File: src/rtl/spi_txn_arbiter.sv
// spi_txn_arbiter: shares one byte-level SPI shift engine between NUM_REQ
// requesters. Requests are arbitrated, a per-slave active-low chip select is
// driven, payload bytes are launched one at a time into the engine, and a
// CS_GAP-cycle all-deselected gap separates consecutive transactions.
// Build option: define SPI_FIXED_PRIO_EN for fixed lowest-index-wins
// arbitration (the round-robin pointer then reads as constant 0).
module spi_txn_arbiter #(
  parameter int NUM_REQ   = 2,
  parameter int MAX_BYTES = 4,
  parameter int CS_GAP    = 8
) (
  input  logic                           CLK12M,
  input  logic                           RST_N,
  input  logic [NUM_REQ-1:0]             REQ_VALID,
  output logic [NUM_REQ-1:0]             REQ_READY,
  input  logic [NUM_REQ*3-1:0]           REQ_LEN,
  input  logic [NUM_REQ*8*MAX_BYTES-1:0] REQ_DATA,
  output logic [NUM_REQ-1:0]             GRANT,
  output logic [NUM_REQ-1:0]             CSB,
  output logic                           ENG_START,
  output logic [7:0]                     ENG_BYTE,
  output logic                           ENG_LAST,
  input  logic                           ENG_BUSY,
  input  logic                           ENG_DONE
);

  localparam int PTR_W = $clog2(NUM_REQ);
  localparam int IDX_W = (MAX_BYTES > 1) ? $clog2(MAX_BYTES) : 1;
  localparam int GAP_W = (CS_GAP > 1) ? $clog2(CS_GAP) : 1;
  localparam logic [PTR_W:0]   NUM_REQ_W = (PTR_W+1)'(NUM_REQ);
  localparam logic [2:0]       MAX_LEN   = 3'(MAX_BYTES);
  localparam logic [GAP_W-1:0] GAP_INIT  = GAP_W'(CS_GAP - 1);

  typedef enum logic [2:0] {
    S_IDLE, S_ACCEPT, S_SETUP, S_SEND, S_WAIT, S_HOLD, S_GAP
  } state_t;

  state_t                        state_q, state_d;
  logic [PTR_W-1:0]              win_q, win_d;
  logic [IDX_W-1:0]              idx_q, idx_d, idx_nxt;
  logic [GAP_W-1:0]              gap_q, gap_d;
  logic [NUM_REQ-1:0]            ready_q, ready_d;
  logic [NUM_REQ-1:0]            grant_q, grant_d;
  logic [NUM_REQ-1:0]            csb_q, csb_d;
  logic [7:0]                    eng_byte_q, eng_byte_d;
  logic                          eng_last_q, eng_last_d;
  logic [2:0]                    len_q, len_d;
  logic [MAX_BYTES-1:0][7:0]     data_q, data_d;
  logic                          eng_start;
  logic                          ptr_adv;
  logic [PTR_W-1:0]              ptr;
  logic [PTR_W-1:0]              win_scan;
  logic                          found;
  logic [PTR_W:0]                cand;

  function automatic logic [PTR_W-1:0] wrap_inc(input logic [PTR_W-1:0] v);
    return (v == PTR_W'(NUM_REQ - 1)) ? '0 : v + 1'b1;
  endfunction

  // Find the first valid requester at or after the pointer, wrapping around.
  always_comb begin
    found    = 1'b0;
    win_scan = '0;
    cand     = '0;
    for (int k = 0; k < NUM_REQ; k++) begin
      cand = {1'b0, ptr} + (PTR_W+1)'(k);
      if (cand >= NUM_REQ_W) cand = cand - NUM_REQ_W;
      if (!found && REQ_VALID[cand[PTR_W-1:0]]) begin
        found    = 1'b1;
        win_scan = cand[PTR_W-1:0];
      end
    end
  end

  // Transaction sequencer: next state, chip select, grant and engine byte.
  always_comb begin
    state_d    = state_q;
    win_d      = win_q;
    idx_d      = idx_q;
    gap_d      = gap_q;
    ready_d    = '0;
    grant_d    = grant_q;
    csb_d      = csb_q;
    eng_byte_d = eng_byte_q;
    eng_last_d = eng_last_q;
    len_d      = len_q;
    data_d     = data_q;
    eng_start  = 1'b0;
    ptr_adv    = 1'b0;
    idx_nxt    = idx_q + 1'b1;
    unique case (state_q)
      S_IDLE: begin
        if (found) begin
          state_d           = S_ACCEPT;
          win_d             = win_scan;
          idx_d             = '0;
          ready_d[win_scan] = 1'b1;
          grant_d           = '0;
          grant_d[win_scan] = 1'b1;
          len_d             = REQ_LEN[win_scan*3 +: 3];
          data_d            = REQ_DATA[win_scan*8*MAX_BYTES +: 8*MAX_BYTES];
        end
      end
      S_ACCEPT: begin
        if (len_q == 3'd0 || len_q > MAX_LEN) begin
          // Malformed length: consumed without touching the bus.
          state_d = S_IDLE;
          grant_d = '0;
          ptr_adv = 1'b1;
        end else begin
          state_d        = S_SETUP;
          csb_d          = '1;
          csb_d[win_q]   = 1'b0;
          eng_byte_d     = data_q[0];
          eng_last_d     = (len_q == 3'd1);
        end
      end
      S_SETUP: state_d = S_SEND;
      S_SEND: begin
        if (!ENG_BUSY) begin
          eng_start = 1'b1;
          state_d   = S_WAIT;
        end
      end
      S_WAIT: begin
        if (ENG_DONE) begin
          if (eng_last_q) begin
            state_d = S_HOLD;
          end else begin
            state_d    = S_SEND;
            idx_d      = idx_nxt;
            eng_byte_d = data_q[idx_nxt];
            eng_last_d = (3'(idx_nxt) + 3'd1 == len_q);
          end
        end
      end
      S_HOLD: begin
        state_d = S_GAP;
        csb_d   = '1;
        gap_d   = GAP_INIT;
      end
      S_GAP: begin
        if (gap_q == '0) begin
          state_d = S_IDLE;
          grant_d = '0;
          ptr_adv = 1'b1;
        end else begin
          gap_d = gap_q - 1'b1;
        end
      end
      default: state_d = S_IDLE;
    endcase
  end

  // Control registers; reset deselects every slave immediately.
  always_ff @(posedge CLK12M or negedge RST_N) begin
    if (!RST_N) begin
      state_q    <= S_IDLE;
      win_q      <= '0;
      idx_q      <= '0;
      gap_q      <= '0;
      ready_q    <= '0;
      grant_q    <= '0;
      csb_q      <= '1;
      eng_byte_q <= '0;
      eng_last_q <= 1'b0;
    end else begin
      state_q    <= state_d;
      win_q      <= win_d;
      idx_q      <= idx_d;
      gap_q      <= gap_d;
      ready_q    <= ready_d;
      grant_q    <= grant_d;
      csb_q      <= csb_d;
      eng_byte_q <= eng_byte_d;
      eng_last_q <= eng_last_d;
    end
  end

  // Captured request payload; only meaningful while a transaction is owned.
  always_ff @(posedge CLK12M) begin
    len_q  <= len_d;
    data_q <= data_d;
  end

`ifdef SPI_FIXED_PRIO_EN
  assign ptr = '0;
`else
  logic [PTR_W-1:0] ptr_q, ptr_d;

  // Round-robin pointer moves past the owner when its transaction retires.
  always_comb begin
    ptr_d = ptr_q;
    if (ptr_adv) ptr_d = wrap_inc(win_q);
  end

  // Round-robin pointer register.
  always_ff @(posedge CLK12M or negedge RST_N) begin
    if (!RST_N) ptr_q <= '0;
    else        ptr_q <= ptr_d;
  end

  assign ptr = ptr_q;
`endif

  assign REQ_READY = ready_q;
  assign GRANT     = grant_q;
  assign CSB       = csb_q;
  assign ENG_START = eng_start;
  assign ENG_BYTE  = eng_byte_q;
  assign ENG_LAST  = eng_last_q;

endmodule
File: config.mk
export PLATFORM = sky130hd
export DESIGN_NAME = spi_txn_arbiter
export DESIGN_NICKNAME = d
export VERILOG_FILES = /design/src/rtl/spi_txn_arbiter.sv
export SDC_FILE = /design/constraint.sdc
export NUM_CORES = 1
export LEC_CHECK = 0
export CAP_MARGIN = 5
export CORE_MARGIN = 3
export CORE_UTILIZATION = 51
export DETAILED_ROUTE_END_ITERATION = 12
export PLACE_DENSITY_LB_ADDON = 0.12
export SYNTH_ARGS = -nofsm -noshare
export SYNTH_HDL_FRONTEND = slang
export SYNTH_SLANG_ARGS = --single-unit
File: constraint.sdc
create_clock -name CLK12M -period 5.3 [get_ports CLK12M]
set_input_delay 1.06 -clock CLK12M [delete_from_list [all_inputs] [get_ports CLK12M]]
set_output_delay 1.06 -clock CLK12M [all_outputs]
set_load 0.03 [all_outputs]
==> results.txt, run 1 <==
The power share of the clock group is 0.196, and the average wire length per cell after detail routing is 16.05 um. For the number of nets at the end of the flow, the log shows 411. For the worst setup path, the data required time is 4.24 ns. The critical path is of the primary input to primary output type.

The number of antenna diodes in the final layout is 0. Clock latency on the worst-skew pair, taken at its later pin, is 0.34 ns. The cell count after synthesis came out at 239. The clock tree root driver cell was clkbuf_8.

Counting every net in the synthesized netlist gives 318. The worst clock skew on the final layout was 0.005865 ns; the number of synthesized flops with an enable pin was 35. In the post-synthesis netlist, the biggest area contributors are edfxtp_1 35%, dfrtp_1 19%, mux2_2 16%. The first detailed-routing pass ran for 4 iterations. The smallest clock period supported by the final layout is computed as 3.659 ns. TritonCTS created 9 clock buffers. The number of max-capacitance violations reported was 0; the wire length of the first global-routing pass was 10950 um. After the first detailed-routing iteration, the DRC count stood at 76. In this run the remaining antenna-violating nets after routing total 0.

The number of synthesized register bits came out at 60. The primary flip-flop cell chosen by synthesis mapping is edfxtp_1. The final core utilization is 0.7447, and the detailed-placement wirelength estimate is 4848 um.

Along the worst path, the maximum fanout reaches 3. The clock input transition at the sequential cells of the worst setup and hold paths was 0.07 ns. The final number of setup-violating endpoints was 0. The run gives 0 as the number of pins exceeding their max-slew limit in the final report.

The die span in x was 83.10 um. The die covers 6906 um^2. The tools report the final weighted congestion of routability-driven global placement as 0.8760.

The initial core utilization was 0.5374. Setup repair after global routing left no endpoint under its margin. Derived from the worst setup path, the maximum achievable clock frequency is 273.3 MHz.

The final layout contains routed wiring with a total length of 6563 um. The count of H-tree levels built during CTS came out at 3. The post-CTS setup-driven buffer insertion count was 0. The hold violation count in the final report is 0. The flow ran to the end, and the final reports show no timing, DRC or antenna violations. The internal portion of the total power is 1.332 mW. The fraction of power spent switching nets is 0.3611.

The tightest slew margin relative to the limit is 0.2279, and the initial antenna violation count is 0. The run gives 47 as the unique cell type count in the Yosys netlist. The floorplan has 27 rows. The tools report the register area share after synthesis as 0.5539.

The relative contribution of combinational cells to total power came out at 0.406. The total leakage power came out at 1.598 nW. The total overflow left after global routing is 0. The via count of the first global-routing pass was 2327; the measured slew at the worst slew-check pin was 1.154 ns. The vias after detailed routing was 2242; the overall global routing resource usage was 0.2006.

The biggest area contributor in the post-synthesis netlist is edfxtp_1. The share of final-layout standard cells stronger than drive strength 1 came out at 0.2107. The design draws 2.085 mW. Classification of the worst-slack hold path: register to register. In this run the power density over the cells is 496.2 nW/um^2. The category of the worst setup path launch point is a primary input. For the number of warnings reported in the yosys synthesis log, the log shows 0.

After synthesis, the most frequently instantiated cells are 43 x mux2_2, 35 x edfxtp_1, 23 x dfrtp_1. The minimum hold slack is 0.4910 ns. Arrival time at the worst endpoint: 2.60 ns. After detailed routing, the number of vias per cell comes to 5.482. In this run the power spent charging and discharging nets is 752.9 uW. The most used standard cell by instance count after synthesis was mux2_2.

The area growth from synthesis to layout is 38.59%. The logs give 386 for the count of fill cells added during filler insertion and 0 for the hold buffer count at CTS. Counting every sink on the clock net gives 60.

Input and output buffers added on the ports amount to 91. The largest vdd supply drop was 0.2875 mV; the maximum root-to-sink buffer count was 2. The portion of synthesized cell area occupied by the leading cell type is 0.3467. TritonCTS built the clock tree.

The number of gates resized after CTS was 0. The die height was 83.10 um; the sequential power share was 0.398. For the area of the mapped netlist, the log shows 3032 um^2. Average instance area after synthesis: 12.68 um^2.

The floorplan step defined a core boundary enclosing 5642 um^2. 92 I/O pins were placed. The final clock period utilization by the worst path came out at 0.6903.

The worst setup path is captured at a primary output. For the final routed database, the setup TNS stands at 0 ns. The worst register-to-register path has a setup slack of 2.74 ns.

Number of remaining DRC errors: 0. The sequential cells in the finished layout cover a total of 1679 um^2. Entering global routing, the biggest net connects 38 pins. The fraction of registers with async set/reset is 0.4167, and the multi-input combinational cell area is 1287 um^2.
-- metrics by stage --
stage          instances  area [um^2]  setup WS (ns)
6_report             409         4202          1.641
5_1_grt              409         4202          1.537
4_1_cts              409         4202          1.625
3_5_place_dp         393         4001          1.632
3_3_place_gp         393         4001          1.646
2_1_floorplan        239         3032          2.218
-- sequential cells by signal (all words and copies together), names as in the netlist --
| register | cells |
|---|---|
| CSB | 2 |
| REQ_READY | 2 |
| GRANT | 2 |
| ENG_BYTE | 8 |
| win_q | 1 |
| len_q | 3 |
| ENG_LAST | 1 |
| state_q | 3 |
| idx_q | 2 |
| data_q | 32 |
| gap_q | 3 |
| ptr | 1 |
-- routing by layer --
metal / global-route usage / vias to the layer above / wire length (um)
met3: 0.07639 / 6 / 410
met5: 0 / - / 0
li1: - / 1089 / -
met1: 0.2429 / 1063 / 2810
met4: 0.04755 / 0 / 58
met2: 0.3389 / 84 / 3283
-- placed cells by master (no fill, tap or decap), drive strengths merged, types with 9 or more instances in the layout --
| master | n |
|---|---|
| o21ai | 19 |
| o22ai | 9 |
| nand2b | 11 |
| clkdlybuf4s50 | 91 |
| nand2 | 9 |
| edfxtp | 35 |
| dfrtp | 23 |
| mux2 | 43 |
| clkbuf | 9 |
-- worst paths after layout --
path | start | to | depth (start not counted)
worst min register to register | GRANT[1] | GRANT[1] | 1
worst min-delay path | GRANT[1] | GRANT[1] | 1
worst max-delay path | ENG_BUSY | ENG_START | 4
worst max register to register | state_q[1] | len_q[2] | 4
max in group asynchronous | RST_N | ENG_BYTE[5] | 1
min in group asynchronous | RST_N | gap_q[0] | 1
-- power groups by stage --
stage	clock network, mW	registers (mW)	logic, mW
after global placement	0	0.830	0.822
after CTS	0.419	0.830	0.853
after global routing	0.440	0.855	0.921
after detailed placement	0	0.838	0.851
final	0.408	0.831	0.846
after floorplan	0	0.889	0.497
-- area by class of cell --
| class | instances | share of cell area |
|---|---|---|
| inverters | 7 | 0.006254 |
| clock inverters | 7 | 0.01817 |
| clock buffers | 9 | 0.02948 |
| multi-input cells | 162 | 0.3064 |
| well taps | 72 | 0.02144 |
| flip-flops and latches | 60 | 0.3996 |
| repair buffers | 92 | 0.2186 |
-- logic make-up (layout without fill, tap and decap cells) --
logic type | after synthesis | count (layout) | share of synthesized area
flops | 60 | 60 | 0.5539
simple gates | 57 | 57 | 0.1151
compound gates | 55 | 55 | 0.1226
mux | 45 | 45 | 0.1663
buf+inv | 17 | 115 | 0.02394
fa+ha+maj | 3 | 3 | 0.01238
xor+xnor | 2 | 2 | 0.005779
-- critical path, cell delays in order --
cell and delay (ns):
clkdlybuf4s50_1 0.39, nand2b_1 0.17, nor3b_1 0.27, clkdlybuf4s50_1 0.71
Power figures use the tool's default switching activity.
==> run 2, diff against run 1 <==
--- a/config.mk
+++ b/config.mk
@@ -7,7 +7,7 @@
 export LEC_CHECK = 0
 export CAP_MARGIN = 5
 export CORE_MARGIN = 3
-export CORE_UTILIZATION = 51
+export CORE_UTILIZATION = 47
 export DETAILED_ROUTE_END_ITERATION = 12
 export PLACE_DENSITY_LB_ADDON = 0.12
 export SYNTH_ARGS = -nofsm -noshare
==> constraint.sdc (replaced) <==
create_clock -name CLK12M -period 3.8 [get_ports CLK12M]
set_input_delay 0.76 -clock CLK12M [delete_from_list [all_inputs] [get_ports CLK12M]]
set_output_delay 0.76 -clock CLK12M [all_outputs]
set_load 0.03 [all_outputs]
==> results.txt, run 2 (synthesis results as in run 1) <==
The flow ran to the end, and the final reports show no timing, DRC or antenna violations. The residual overflow from global routing came out at 0. The overall global routing resource usage came out at 0.1730. The tightest slew margin relative to the limit came out at 0.2854.

TritonCTS built the clock tree. The via count of the first global-routing pass is 2162, and the clock input transition at the sequential cells of the worst setup and hold paths is 0.06 ns. Using the TritonRoute via totals, the vias-per-cell ratio works out to 5.324. Setup slack on the worst reg-to-reg path comes out at 1.35 ns. The library cells used most frequently in the layout, excluding fill and tap cells, are 91 x clkdlybuf4s50_1, 43 x mux2_2, 35 x edfxtp_1, 23 x dfrtp_1, 17 x o21ai_0. The arrival time at the worst endpoint is 2.37 ns, and the measured slew at the worst slew-check pin is 1.069 ns.

The die is 86.32 um wide. For the worst flop-to-flop path, the logic depth is 6. For this run, the post-layout net count is 412. Setup slack on the critical path of the routed design comes to 0.6745 ns. Clock latency on the worst-skew pair, taken at its later pin, is 0.32 ns. In this run the worst path has a maximum fanout of 3. The tools report the antenna diode instance count as 0.

For this run, the detailed router's first-pass iteration total came to 5. The logs give 0.6958 for the final core utilization and 320.0 MHz for the highest attainable clock frequency. Detailed placement ended at an HPWL of 4522 um. The logs give 0 for the count of cells resized by post-cts repair and 0.8216 for the final weighted congestion of routability-driven global placement. The count of buffers added on input and output ports is 91. The number of flip-flops in the largest register came out at 32. The average wire length per cell after detail routing is 14.68 um.

The clock net in this run drives a total of 60 sinks. The tightest min-delay check is of the register to register type. The initial core utilization came out at 0.4973. The minimum setup slack after placement is 0.6709 ns. The final clock period utilization by the worst path is 0.8225.

Final hold analysis gives a worst-case slack of 0.4776 ns. The die is 86.32 um tall. The clock arrives with 0.004723 ns of skew. The largest vdd supply drop is 0.4731 mV. The initial antenna violation count was 0; the hold buffer count at CTS was 0.

The number of ports placed on the die boundary is 92, and the total routed wirelength is 6063 um. In the routed design, unresolved DRC markers number 0. The tools report the category of the worst setup path launch point as a primary input.

The final number of setup-violating endpoints is 0, and the hold violation count in the final report is 0. Clock tree synthesis selected as its root buffer the cell clkbuf_8. Setup repair after global routing left no endpoint under its margin. The required time at the endpoint of the critical path is 3.04 ns, and the instance count along the most critical hold path is 1.

After routing, the total negative slack on setup checks comes to 0 ns. The time the final worst path needs with I/O delays and setup was 3.125 ns. The logs give 474 for the count of fill cells added during filler insertion and 1.623 nW for the total leakage power. The worst setup path is captured at a primary output. Leaving out fill and tap cells, the most frequent cell in the layout is clkdlybuf4s50_1.

Entering global routing, the biggest net connects 38 pins. The routed layout has 2199 vias. For the number of DRC markers in iteration 0, the log shows 115.

The floorplan step defined a die boundary enclosing 7450 um^2. Row generation in the floorplan step produced 28 rows. The relative area change from synthesis to final layout was 39.91%.

The critical path start-end classification is primary input to primary output. Dividing total power by cell area gives a power density of 694.3 nW/um^2. After clock tree synthesis, the setup repair step added 0 buffers. The share of final-layout standard cells stronger than drive strength 1 works out to 0.2101.

The number of pins exceeding their max-slew limit in the final report was 0. After floorplanning, the core was sized to cover 6096 um^2. After detailed placement, the design holds a cell count of 397. The wire length of the first global-routing pass is 10060 um. The logs give 0 for the number of max-capacitance violations reported and 413 for the number of standard cells in the final layout excluding fillers.

Counting flops per register, the top entry is data_q. In this run the remaining antenna-violating nets after routing total 0. For the maximum root-to-sink buffer count, the log shows 2.

CTS built an H-tree with a depth of 3. The tools report the clock buffer count from CTS as 9.
-- run 2: changes by cell type in the layout (fill, tap and decap cells not counted) --
cell / delta
bufinv_16: +1
inv_6: -1
buf_12: +1
clkbuf_1: +1
clkinv_4: -2
clkbuf_8: +1
clkinvlp_4: -2
clkinv_2: +2
-- run 2: layer usage --
metal | up-vias | track usage | part of all wire
met5 | - | 0 | 0
met4 | 0 | 0.04391 | 0.0066
met3 | 6 | 0.06084 | 0.072
met2 | 80 | 0.2649 | 0.48
met1 | 1022 | 0.2371 | 0.44
li1 | 1091 | - | -
-- run 2: where the power goes --
part | leakage (nW) | switching (mW) | internal (mW)
Combinational | 0.875 | 0.586 | 0.587
Sequential | 0.635 | 0.177 | 0.978
Clock | 0.113 | 0.233 | 0.384
Total | 1.62 | 0.996 | 1.95
-- run 2: cell type report --
cell class | instances | area [um^2] | share of cell area
multi-input combinational | 162 | 1287 | 0.3035
sequential | 60 | 1679 | 0.3959
clock buffer | 11 | 141.4 | 0.03333
inverter | 7 | 26.28 | 0.006195
clock inverter | 5 | 75.07 | 0.01770
timing repair buffer | 93 | 938.4 | 0.2212
tap | 75 | 93.84 | 0.02212
-- run 2: final timing paths --
kind | endpoint | startpoint
max | ENG_START | ENG_BUSY
min | GRANT[0] | GRANT[0]
max reg2reg | ENG_BYTE[0] | idx_q[0]
min reg2reg | GRANT[0] | GRANT[0]
max in group asynchronous | gap_q[0] | RST_N
min in group asynchronous | gap_q[2] | RST_N
-- run 2: stage by stage --
step | area (um^2) | power (mW)
CTS | 4242 | 2.972
detailed placement | 4025 | 2.349
floorplan | 3032 | 1.934
global route | 4242 | 3.131
finish | 4242 | 2.945
global placement | 4025 | 2.315
-- run 2: worst max-delay path, cell delays in order --
cell and delay (ns):
clkdlybuf4s50_1 0.41, nand2b_1 0.18, nor3b_1 0.29, clkdlybuf4s50_1 0.72
==> run 3, diff against run 2 <==
--- a/config.mk
+++ b/config.mk
@@ -7,7 +7,7 @@
 export LEC_CHECK = 0
 export CAP_MARGIN = 5
 export CORE_MARGIN = 3
-export CORE_UTILIZATION = 47
+export CORE_UTILIZATION = 42
 export DETAILED_ROUTE_END_ITERATION = 12
 export PLACE_DENSITY_LB_ADDON = 0.12
 export SYNTH_ARGS = -nofsm -noshare
==> constraint.sdc (replaced) <==
create_clock -name CLK12M -period 2.8 [get_ports CLK12M]
set_input_delay 0.56 -clock CLK12M [delete_from_list [all_inputs] [get_ports CLK12M]]
set_output_delay 0.56 -clock CLK12M [all_outputs]
set_load 0.03 [all_outputs]
==> results.txt, run 3 (synthesis results as in run 1) <==
For this run, design rule violations remaining after detail routing come to 0. TritonCTS built the clock tree. Detailed-placement wirelength estimate: 4838 um.

After detailed routing, the total wire length is 6416 um. The vias per cell came out at 5.023. The tool flagged a number of max-cap violations equal to 0. The final core utilization was 0.6130. The measured slew at the worst slew-check pin works out to 0.5215 ns. The share of final-layout standard cells stronger than drive strength 1 was 0.2111.

The number of gates resized after CTS was 0. The tools report the relative contribution of combinational cells to total power as 0.428. The classification of the worst-slack hold path is register to register. The number of flip-flops in the largest register is 32, and the hold buffer count at CTS is 0. Cell internal power was estimated by the tool at 2.474 mW. The count of port buffers added during placement was 91; the fraction of power spent switching nets was 0.3534.

The first global-routing pass estimated 10370 um of wire. Clock input transition at the sequential cells of the worst setup and hold paths: 0.06 ns. At the end of routability-driven placement, the weighted congestion stood at 0.7717.

The smallest clock period supported by the final layout is computed as 2.195 ns. The maximum fanout along the worst path came out at 3. The final number of setup-violating endpoints is 0. The power share of the clock group was 0.168. The count of nets left with antenna violations once routing finished came out at 0. In this run, the number of DRC markers left after iteration 0 of detailed routing was 90. STA classifies the critical path endpoint as a primary output. The number of nets at the end of the flow came out at 415. The worst setup path is launched from a primary input. The tools report the initial core utilization as 0.4389.

The run finished with clean final reports. The number of pins exceeding their max-slew limit in the final report came out at 0. More flip-flops sit in one register than any other, and that register is data_q. Setup repair after global routing left no endpoint under its margin.

For the worst setup path, the data arrival time is 1.64 ns. Entering global routing, the biggest net connects 36 pins. The via count of the first global-routing pass is 2159, and the highest attainable clock frequency is 455.5 MHz. Adding up every negative setup slack in the final design gives 0 ns.

The run gives 0 as the post-CTS setup-driven buffer insertion count. The logs give 0.3308 mV for the largest vdd supply drop and 2 for the maximum root-to-sink buffer count. The number of standard-cell rows in the floorplan was 30; the die height was 90.96 um.

In this run the horizontal extent of the chip is 90.96 um. The initial antenna violation count is 0. The worst setup path is of the primary input to primary output kind. The required time at the endpoint of the critical path was 2.24 ns. Between clock sinks in the finished design, the worst skew comes to 0.009535 ns.

The total instance count after detailed placement is 421, and the overall global routing resource usage is 0.1603. Clock tree root driver cell: clkbuf_8. Clock latency on the worst-skew pair, taken at its later pin, is 0.32 ns.

The library cell used most frequently in the layout, excluding fill and tap cells, is clkdlybuf4s50_1. The count of fill cells added during filler insertion came out at 596. After detailed routing, the average wire length per cell comes to 14.68 um. The final route contains 2195 vias. The final clock period utilization by the worst path is 0.7841, and the clock net sink count is 60. The top cell types in the final layout, fill and taps aside, are 90 x clkdlybuf4s50_1, 43 x mux2_2, 35 x edfxtp_1, 23 x dfrtp_1, 17 x o21ai_0. In this run the number of H-tree levels came out at 3.

Switching power of the nets: 1.352 mW. Before antenna repair, the detailed router went through 4 iterations. Dividing total power by cell area gives a power density of 903.7 nW/um^2. Compared with the post-synthesis result, the final layout area differs by 39.66%.

Clock tree synthesis inserted a total of 9 buffers. The core outline area was 6907 um^2. For the total leakage power, the log shows 1.612 nW. The sequential power share was 0.404; the die area was 8274 um^2. The number of standard cells in the final layout excluding fillers was 437. The number of antenna diodes in the final layout is 0. During I/O placement, the number of pins put on the boundary was 92.

The run gives 0 as the residual overflow from global routing. The run gives 0.6523 as the tightest slew margin relative to the limit. Hold violation count in the final report: 0.
[run 3: final timing paths]
| path | cells after the start | to | startpoint | slack (ns) |
|---|---|---|---|---|
| min in group asynchronous | 2 | REQ_READY[1] | RST_N | 0.61 |
| setup / recovery | 4 | ENG_START | ENG_BUSY | 0.60 |
| max in group asynchronous | 2 | CSB[1] | RST_N | 1.91 |
| hold / removal | 1 | GRANT[1] | GRANT[1] | 0.47 |
| setup reg to reg | 5 | ENG_BYTE[6] | idx_q[1] | 0.69 |
| hold reg to reg | 1 | GRANT[1] | GRANT[1] | 0.47 |
[run 3: per-layer routing]
layer / global-route usage / vias up / part of all wire
met4: 0.07161 / 0 / 0.017
met5: 0 / - / 0
met3: 0.04391 / 9 / 0.069
met1: 0.2117 / 1022 / 0.44
li1: - / 1094 / -
met2: 0.2465 / 70 / 0.48
[run 3: area by class of cell]
class	count	area, um^2	area share
Clock buffer	13	148.9	0.03517
Inverter	7	26.28	0.006206
Tap cell	96	120.1	0.02837
Timing Repair Buffer	96	958.4	0.2264
Sequential cell	60	1679	0.3966
Multi-Input combinational cell	162	1287	0.3041
Clock inverter	3	13.76	0.003251
[run 3: per-stage QoR]
| stage | hold WS [ns] | area (um^2) | total power, mW | setup slack (ns) |
|---|---|---|---|---|
| 2_1_floorplan | 0.2644 | 3032 | 2.625 | 0.6115 |
| 3_3_place_gp | 0.4628 | 4071 | 3.173 | 0.5792 |
| 3_5_place_dp | 0.4657 | 4071 | 3.218 | 0.5375 |
| 4_1_cts | 0.4792 | 4234 | 3.874 | 0.5892 |
| 5_1_grt | 0.4907 | 4234 | 4.084 | 0.4440 |
| 6_report | 0.4730 | 4234 | 3.827 | 0.6046 |
[run 3: power by group through the flow]
stage               clock, mW  combinational, mW  sequential [mW]
floorplan                   0              0.942             1.68
detailed placement          0               1.65             1.56
finish                  0.643               1.64             1.55
global route            0.703               1.79             1.59
CTS                     0.667               1.66             1.55
global placement            0               1.62             1.55
[run 3: worst max-delay path: stages]
cell and delay (ns):
clkdlybuf4s50_1 0.40, nand2b_1 0.18, nor3b_1 0.28, buf_4 0.21
